===== src/rtl/fetch_pkg.sv =====
// Shared types for the fetch front end: controller states and instruction-queue entry layout.
package fetch_pkg;

    localparam int unsigned INSTR_W     = 32;
    localparam int unsigned INSTR_BYTES = 4;
    localparam int unsigned FQ_XLEN     = 32;

    typedef enum logic [1:0] {
        FS_REQ,
        FS_WAIT,
        FS_DROP
    } fetch_state_e;

    typedef struct packed {
        logic [INSTR_W-1:0] instr;
        logic [FQ_XLEN-1:0] pc;
        logic [FQ_XLEN-1:0] pc_plus;
    } fetch_entry_t;

endpackage


===== src/rtl/fetch_queue_if.sv =====
// Fetch bus: instruction-memory request/response channel plus the decode-side queue head.
interface fetch_queue_if #(
    parameter int unsigned XLEN = 32
);
    import fetch_pkg::*;

    logic               imem_req_valid;
    logic               imem_req_ready;
    logic [XLEN-1:0]    imem_req_addr;
    logic               imem_rsp_valid;
    logic [INSTR_W-1:0] imem_rsp_data;
    logic               fetch_valid;
    logic               fetch_ready;
    logic [INSTR_W-1:0] fetch_instr;
    logic [XLEN-1:0]    fetch_instr_addr;
    logic [XLEN-1:0]    fetch_instr_addr_plus;

    modport master (
        output imem_req_valid, imem_req_addr,
        input  imem_req_ready, imem_rsp_valid, imem_rsp_data,
        output fetch_valid, fetch_instr, fetch_instr_addr, fetch_instr_addr_plus,
        input  fetch_ready
    );

    modport slave (
        input  imem_req_valid, imem_req_addr,
        output imem_req_ready, imem_rsp_valid, imem_rsp_data,
        input  fetch_valid, fetch_instr, fetch_instr_addr, fetch_instr_addr_plus,
        output fetch_ready
    );

endinterface


===== src/rtl/sync_fifo.sv =====
// Synchronous FIFO with flush; flush overrides push and pop in the same cycle.
module sync_fifo #(
    parameter int unsigned WIDTH = 8,
    parameter int unsigned DEPTH = 4
) (
    input  logic                       clk,
    input  logic                       rst,
    input  logic                       push_i,
    input  logic [WIDTH-1:0]           data_i,
    input  logic                       pop_i,
    input  logic                       flush_i,
    output logic [WIDTH-1:0]           data_o,
    output logic                       full_o,
    output logic                       empty_o,
    output logic [$clog2(DEPTH+1)-1:0] count_o
);
    localparam int unsigned AW = $clog2(DEPTH);
    localparam int unsigned CW = $clog2(DEPTH + 1);

    logic [WIDTH-1:0] mem_q [DEPTH];
    logic [AW-1:0]    wr_ptr_q, wr_ptr_d;
    logic [AW-1:0]    rd_ptr_q, rd_ptr_d;
    logic [CW-1:0]    count_q, count_d;
    logic             do_push, do_pop;

    assign full_o  = (count_q == CW'(DEPTH));
    assign empty_o = (count_q == '0);
    assign count_o = count_q;
    assign data_o  = mem_q[rd_ptr_q];
    assign do_push = push_i && !full_o && !flush_i;
    assign do_pop  = pop_i && !empty_o && !flush_i;

    always_comb begin
        wr_ptr_d = wr_ptr_q;
        rd_ptr_d = rd_ptr_q;
        count_d  = count_q;
        if (flush_i) begin
            wr_ptr_d = '0;
            rd_ptr_d = '0;
            count_d  = '0;
        end else begin
            if (do_push) wr_ptr_d = wr_ptr_q + AW'(1);
            if (do_pop)  rd_ptr_d = rd_ptr_q + AW'(1);
            case ({do_push, do_pop})
                2'b10:   count_d = count_q + CW'(1);
                2'b01:   count_d = count_q - CW'(1);
                default: count_d = count_q;
            endcase
        end
    end

    always_ff @(posedge clk) begin
        if (rst) begin
            wr_ptr_q <= '0;
            rd_ptr_q <= '0;
            count_q  <= '0;
        end else begin
            wr_ptr_q <= wr_ptr_d;
            rd_ptr_q <= rd_ptr_d;
            count_q  <= count_d;
        end
    end

    always_ff @(posedge clk) begin
        if (do_push) mem_q[wr_ptr_q] <= data_i;
    end

endmodule


===== src/rtl/fetch_queue.sv =====
// Fetch front end: single-outstanding instruction-memory requester feeding a DEPTH-entry queue to decode.
module fetch_queue
    import fetch_pkg::*;
#(
    parameter int unsigned     XLEN     = FQ_XLEN,
    parameter int unsigned     DEPTH    = 4,
    parameter logic [XLEN-1:0] RESET_PC = '0
) (
    input  logic                       clk,
    input  logic                       rst,
    input  logic                       redirect_valid_i,
    input  logic [XLEN-1:0]            redirect_addr_i,
    fetch_queue_if.master              bus,
    output logic [$clog2(DEPTH+1)-1:0] occupancy_o
);
    localparam logic [XLEN-1:0] STEP       = XLEN'(INSTR_BYTES);
    localparam logic [XLEN-1:0] ALIGN_MASK = ~XLEN'(INSTR_BYTES - 1);

    fetch_state_e                 state_q, state_d;
    logic [XLEN-1:0]              pc_q, pc_d;
    logic [XLEN-1:0]              req_pc_q, req_pc_d;
    logic                         req_fire, push, pop;
    logic                         fifo_full, fifo_empty;
    logic [$clog2(DEPTH+1)-1:0]   fifo_count;
    fetch_entry_t                 push_entry, head_entry;

    // The slot for a response is reserved at issue: only request while the queue has room.
    assign bus.imem_req_valid = !rst && (state_q == FS_REQ) && !fifo_full;
    assign bus.imem_req_addr  = pc_q;
    assign req_fire           = bus.imem_req_valid && bus.imem_req_ready;
    assign push               = (state_q == FS_WAIT) && bus.imem_rsp_valid && !redirect_valid_i;
    assign pop                = bus.fetch_valid && bus.fetch_ready;

    assign push_entry.instr   = bus.imem_rsp_data;
    assign push_entry.pc      = req_pc_q;
    assign push_entry.pc_plus = req_pc_q + STEP;

    assign bus.fetch_valid           = !rst && !fifo_empty;
    assign bus.fetch_instr           = head_entry.instr;
    assign bus.fetch_instr_addr      = head_entry.pc;
    assign bus.fetch_instr_addr_plus = head_entry.pc_plus;
    assign occupancy_o               = rst ? '0 : fifo_count;

    sync_fifo #(
        .WIDTH ($bits(fetch_entry_t)),
        .DEPTH (DEPTH)
    ) u_fifo (
        .clk     (clk),
        .rst     (rst),
        .push_i  (push),
        .data_i  (push_entry),
        .pop_i   (pop),
        .flush_i (redirect_valid_i),
        .data_o  (head_entry),
        .full_o  (fifo_full),
        .empty_o (fifo_empty),
        .count_o (fifo_count)
    );

    always_comb begin
        state_d  = state_q;
        pc_d     = pc_q;
        req_pc_d = req_pc_q;
        unique case (state_q)
            FS_REQ: begin
                if (req_fire) begin
                    req_pc_d = pc_q;
                    pc_d     = pc_q + STEP;
                    state_d  = FS_WAIT;
                end
            end
            FS_WAIT: if (bus.imem_rsp_valid) state_d = FS_REQ;
            FS_DROP: if (bus.imem_rsp_valid) state_d = FS_REQ;
            default: state_d = FS_REQ;
        endcase
        // A redirect turns any still-pending request (new or old) into a stale one.
        if (redirect_valid_i) begin
            pc_d = redirect_addr_i & ALIGN_MASK;
            if (state_d == FS_WAIT) state_d = FS_DROP;
        end
    end

    always_ff @(posedge clk) begin
        if (rst) begin
            state_q  <= FS_REQ;
            pc_q     <= RESET_PC;
            req_pc_q <= '0;
        end else begin
            state_q  <= state_d;
            pc_q     <= pc_d;
            req_pc_q <= req_pc_d;
        end
    end

    rsp_outside_request_a: assert property (
        @(posedge clk) disable iff (rst) !((state_q == FS_REQ) && bus.imem_rsp_valid)
    );

endmodule

===== src/flat_wrapper.sv =====
// flat-port wrapper written by rule: the top's interface ports become plain ports
module fetch_queue_flat import fetch_pkg::*;
#(
    parameter int unsigned     XLEN     = FQ_XLEN,
    parameter int unsigned     DEPTH    = 4,
    parameter logic [XLEN-1:0] RESET_PC = '0
)
  (clk, rst, redirect_valid_i, redirect_addr_i, occupancy_o, bus_imem_req_valid, bus_imem_req_addr, bus_imem_req_ready, bus_imem_rsp_valid, bus_imem_rsp_data, bus_fetch_valid, bus_fetch_instr, bus_fetch_instr_addr, bus_fetch_instr_addr_plus, bus_fetch_ready);
  fetch_queue_if #(.XLEN(XLEN)) bus_i ();
  input  logic clk;
  input  logic rst;
  input  logic redirect_valid_i;
  input  logic [XLEN-1:0] redirect_addr_i;
  output logic [$clog2(DEPTH+1)-1:0] occupancy_o;
  output wire logic [$bits(bus_i.imem_req_valid)-1:0] bus_imem_req_valid;
  output wire logic [$bits(bus_i.imem_req_addr)-1:0] bus_imem_req_addr;
  input wire logic [$bits(bus_i.imem_req_ready)-1:0] bus_imem_req_ready;
  input wire logic [$bits(bus_i.imem_rsp_valid)-1:0] bus_imem_rsp_valid;
  input wire logic [$bits(bus_i.imem_rsp_data)-1:0] bus_imem_rsp_data;
  output wire logic [$bits(bus_i.fetch_valid)-1:0] bus_fetch_valid;
  output wire logic [$bits(bus_i.fetch_instr)-1:0] bus_fetch_instr;
  output wire logic [$bits(bus_i.fetch_instr_addr)-1:0] bus_fetch_instr_addr;
  output wire logic [$bits(bus_i.fetch_instr_addr_plus)-1:0] bus_fetch_instr_addr_plus;
  input wire logic [$bits(bus_i.fetch_ready)-1:0] bus_fetch_ready;
  assign bus_imem_req_valid = bus_i.imem_req_valid;
  assign bus_imem_req_addr = bus_i.imem_req_addr;
  assign bus_i.imem_req_ready = bus_imem_req_ready;
  assign bus_i.imem_rsp_valid = bus_imem_rsp_valid;
  assign bus_i.imem_rsp_data = bus_imem_rsp_data;
  assign bus_fetch_valid = bus_i.fetch_valid;
  assign bus_fetch_instr = bus_i.fetch_instr;
  assign bus_fetch_instr_addr = bus_i.fetch_instr_addr;
  assign bus_fetch_instr_addr_plus = bus_i.fetch_instr_addr_plus;
  assign bus_i.fetch_ready = bus_fetch_ready;
  fetch_queue #(.XLEN(XLEN), .DEPTH(DEPTH), .RESET_PC(RESET_PC)) u_core (.clk(clk), .rst(rst), .redirect_valid_i(redirect_valid_i), .redirect_addr_i(redirect_addr_i), .bus(bus_i), .occupancy_o(occupancy_o));
endmodule

===== config.mk =====
export PLATFORM = sky130hd
export DESIGN_NAME = fetch_queue_flat
export DESIGN_NICKNAME = d
export VERILOG_FILES = /design/src/rtl/fetch_pkg.sv /design/src/rtl/fetch_queue_if.sv /design/src/rtl/sync_fifo.sv /design/src/rtl/fetch_queue.sv /design/src/flat_wrapper.sv
export SDC_FILE = /design/constraint.sdc
export NUM_CORES = 1
export LEC_CHECK = 0
export ABC_CLOCK_PERIOD_IN_PS = 5100
export CORE_ASPECT_RATIO = 2
export CORE_MARGIN = 2
export CORE_UTILIZATION = 51
export DETAILED_ROUTE_END_ITERATION = 8
export PLACE_DENSITY = 0.74
export SETUP_SLACK_MARGIN = 0.1
export SLEW_MARGIN = 20
export SYNTH_ARGS = -nofsm -noshare
export SYNTH_HDL_FRONTEND = slang
export SYNTH_HIERARCHICAL = 1
export SYNTH_SLANG_ARGS = --single-unit

===== constraint.sdc =====
create_clock -name clk -period 5.1 [get_ports clk]
set_clock_uncertainty 0.15 [all_clocks]
set_input_delay 1.02 -clock clk [delete_from_list [all_inputs] [get_ports clk]]
set_output_delay 1.02 -clock clk [all_outputs]
set_load 0.02 [all_outputs]

==> flow_metrics.py <==
metrics = {
    "status": {
        "outcome": "finished, final reports clean",
    },
    "synth": {
        "synthTopCellsByArea": "edfxtp_1 64%, mux4_2 12%, dfxtp_1 7.9%, nand2_1 1.2%, xor2_1 1.2%",
        "synth_top_family_by_area": "multiplexers",
        "synth_warnings": 6,
        "synth_area_um2": 18000,
        "yosysUniqueCellTypes": 62,
        "synth_top_area_cell": "edfxtp_1",
        "synth_compound_area_share_pct": 3.58,
        "async_flop_share_pct": 0,
        "synth-simple-area-share_pct": 7.25,
        "synth_edf_count": 384,
        "syn_avg_cell_area_um2": 17.6,
        "synth_top_cell_area_share_pct": 63.9,
        "synth_ff_type": "edfxtp_1",
        "synth-seq-area-share_pct": 71.8,
        "muxShareOfSynthArea_pct": 12.1,
        "synthTopCellsByCount": "384 x edfxtp_1, 96 x mux4_2, 71 x dfxtp_1",
        "ys_seq_elements": 455,
        "synthCells": 1025,
        "synthXorXnorAreaFrac_pct": 1.84,
        "post-synth-top-count-cell": "edfxtp_1",
        "synthAdderAreaFrac_pct": 0.804,
    },
    "clock_network": {
        "clk_pin_slew_worst_paths_ns": 0.07,
        "clk_latency_ns": 0.54,
        "cts_root_buffer": "clkbuf_16",
        "cts_made_buffers": 37,
        "ctsResizeCount": 0,
        "clock_path_buffers": 3,
        "ctsHoldBuffers": 0,
        "cts_setup_buffers": 0,
        "tritoncts": "done",
        "clock_sinks": 455,
        "cts_max_level": 2,
    },
    "global_routing": {
        "grt_pass1_wl_um": 56200,
        "antenna_found_initial": 0,
        "grt_util_all_layers_pct": 20.0,
        "grt_start_max_net_pins": 71,
        "grt_overflow": 0,
        "grt_pass1_vias": 10056,
    },
    "floorplan": {
        "die_x_um": 137,
        "ios": 203,
        "die_h_um": 270,
        "core-area_um2": 35000,
        "die_area_um2": 37000,
        "initial_core_util_pct": 51.6,
        "rows": 97,
    },
    "finish": {
        "syn_to_final_growth_pct": 20.4,
        "fin_nets": 1313,
        "drive_above_1_share_pct": 14.2,
        "n_antenna_cell": 0,
    },
    "detailed_routing": {
        "ant_nets": 0,
        "remaining_drc_errors": 0,
        "first_pass_iters": 5,
        "dr.first_iter.drc_count": 534,
        "wl_per_cell_um": 21.2,
        "via_per_inst": 5.73,
        "drt_wl_total_um": 36100,
        "vias": 9767,
    },
    "flow_run": {
        "max-cap-violations": 0,
    },
    "timing": {
        "fin_crit_sh_pct": 80.1,
        "relSlewSlack_pct": 43.4,
        "finalCriticalPeriod_ns": 4.09,
        "rsz0062_at_grt": "no",
        "slew_violations": 0,
        "worst_pin_slew_ns": 0.849,
        "fmax_ghz": 0.245,
        "finalHoldViolations": 0,
        "finalSetupViolCount": 0,
        "setup-tns-final_ns": 0,
    },
    "setup_path": {
        "rrSetupSlack_ns": 1.74,
        "crit_path_max_incr_delay_ns": 0.81,
        "r2r_cells": 6,
        "worstPathArrival_ns": 2.92,
        "path_cells": "buf_12 -> mux4_2 -> clkdlybuf4s50_1",
        "end_kind": "output pin",
        "critical_path_class": "reg -> out",
        "required_ns": 3.93,
        "cpMaxStageDelayCell": "dfxtp_4",
        "startpoint_type": "flip-flop",
        "timing.rr.end": "u_core/bus.imem_req_addr[17]",
        "r2r-start": "u_core/u_fifo/count_o[0]",
        "cp_max_fo": 36,
    },
    "worst_hold_path": {
        "min_path_cells": 2,
        "hp-class": "reg -> reg",
        "hold_start": "u_core/u_fifo/rd_ptr_q[0]",
    },
    "power_and_ir_drop": {
        "finalPower_uw": 7290,
        "power_density_nw_per_um2": 335,
        "p_leak_uw": 0.00690,
        "ir_drop_mv": 0.213,
    },
    "place": {
        "dp_hpwl_um": 22200,
        "port_buffers": 198,
        "gp_congestion": 0.826,
    },
}
[kinds of logic after synthesis]
kind of cell | after synthesis
flip-flops | 455
AND/OR/NAND/NOR | 242
multiplexers | 98
AO/OA/AOI/OAI | 93
buffers and inverters | 87
XOR/XNOR | 38
adder cells (fa/ha/maj) | 11
other | 1
[routing by layer]
layer	GRT usage, %	share of wire [%]	vias up
li1	-	-	4460
met1	23.4	37	4935
met2	36.5	55	310
met3	3.30	5.2	62
met4	7.03	3.0	0
met5	0	0	-
[worst max-delay path by stage]
stage | from | end | slack, ns | cells after the start
final | flip-flop | bus_fetch_instr_addr_plus[15] | 1.01 | 3
after global routing | flip-flop | bus_fetch_instr_addr[26] | 0.83 | 3
after CTS | flip-flop | bus_fetch_instr_addr[23] | 0.90 | 3
after detailed placement | redirect_valid_i | u_core/u_fifo/mem_q[0][66] | 1.23 | 6
after global placement | redirect_valid_i | u_core/u_fifo/mem_q[0][66] | 1.27 | 6
after floorplan | redirect_valid_i | u_core/u_fifo/mem_q[0][0] | 0.12 | 6
[critical path: cells and delay by family, from the launching register on]
kind	cells	cell delay, ns
buffers and inverters	2	0.95
DFF	1	0.81
muxes	1	0.60
[layout make-up]
class / count / area (um2)
inverter: 28 / 105
multi-input combinational: 500 / 4720
fill: 2570 / 13200
tap: 445 / 557
sequential: 455 / 13000
clock buffer: 50 / 1020
clock inverter: 18 / 225
timing repair buffer: 210 / 2150
[flip-flops by register name, indices dropped and copies added (netlist names), named ones only]
| name | count |
|---|---|
| u_core/u_fifo/mem_q | 384 |
| u_core/u_fifo/wr_ptr_q | 2 |
| u_core/bus.imem_req_addr | 30 |
| u_core/state_q | 2 |
| u_core/u_fifo/count_o | 3 |
| u_core/u_fifo/rd_ptr_q | 2 |
| u_core/req_pc_q | 30 |
[power breakdown]
| group | total, uW | internal, uW | switching (uW) | leakage, uW |
|---|---|---|---|---|
| Sequential | 4120 | 4060 | 63.0 | 0.00413 |
| Combinational | 250 | 122 | 128 | 0.00217 |
| Clock | 2910 | 1670 | 1240 | 0.000605 |
[metrics by stage]
step,instances,setup WS [ns],utilization (%),hold slack [ns],instance area (um2)
2_1_floorplan,1042,0.122,-,0.309,18100
3_3_place_gp,1638,1.27,58.6,0.308,20500
3_5_place_dp,1638,1.23,58.6,0.327,20500
4_1_cts,1706,0.895,62.2,0.341,21700
5_1_grt,1706,0.829,62.2,0.352,21700
6_report,1706,1.01,62.2,0.341,21700
[placed cells by master, fill, tap and decap left out, types with 3 or more instances in the layout]
cell type        instances
nor2_1                  45
clkbuf_16               39
mux4_2                  96
clkbuf_1                11
nor3_1                  12
nor2b_1                  5
nand2b_1                20
clkdlybuf4s50_1        197
xor2_1                  25
nand2_1                 59
and3_1                   6
or4_1                   14
or3_1                   12
a211oi_1                 8
nand3b_1                 4
xnor2_1                 13
o31ai_1                 19
o21ai_0                 31
nand4_1                 10
buf_4                    5
buf_12                   7
nor4_1                  10
and4_1                   6
conb_1                  18
dfxtp_1                 69
a21oi_1                  6
inv_6                    3
ha_1                    10
clkinv_1                 7
clkinv_2                 3
a311oi_1                15
edfxtp_1               384
inv_1                   27
nor3b_1                  3
nand3_1                 18
bufinv_16                5
and3_4                   4
No activity file was read; power rests on OpenSTA's default activity.
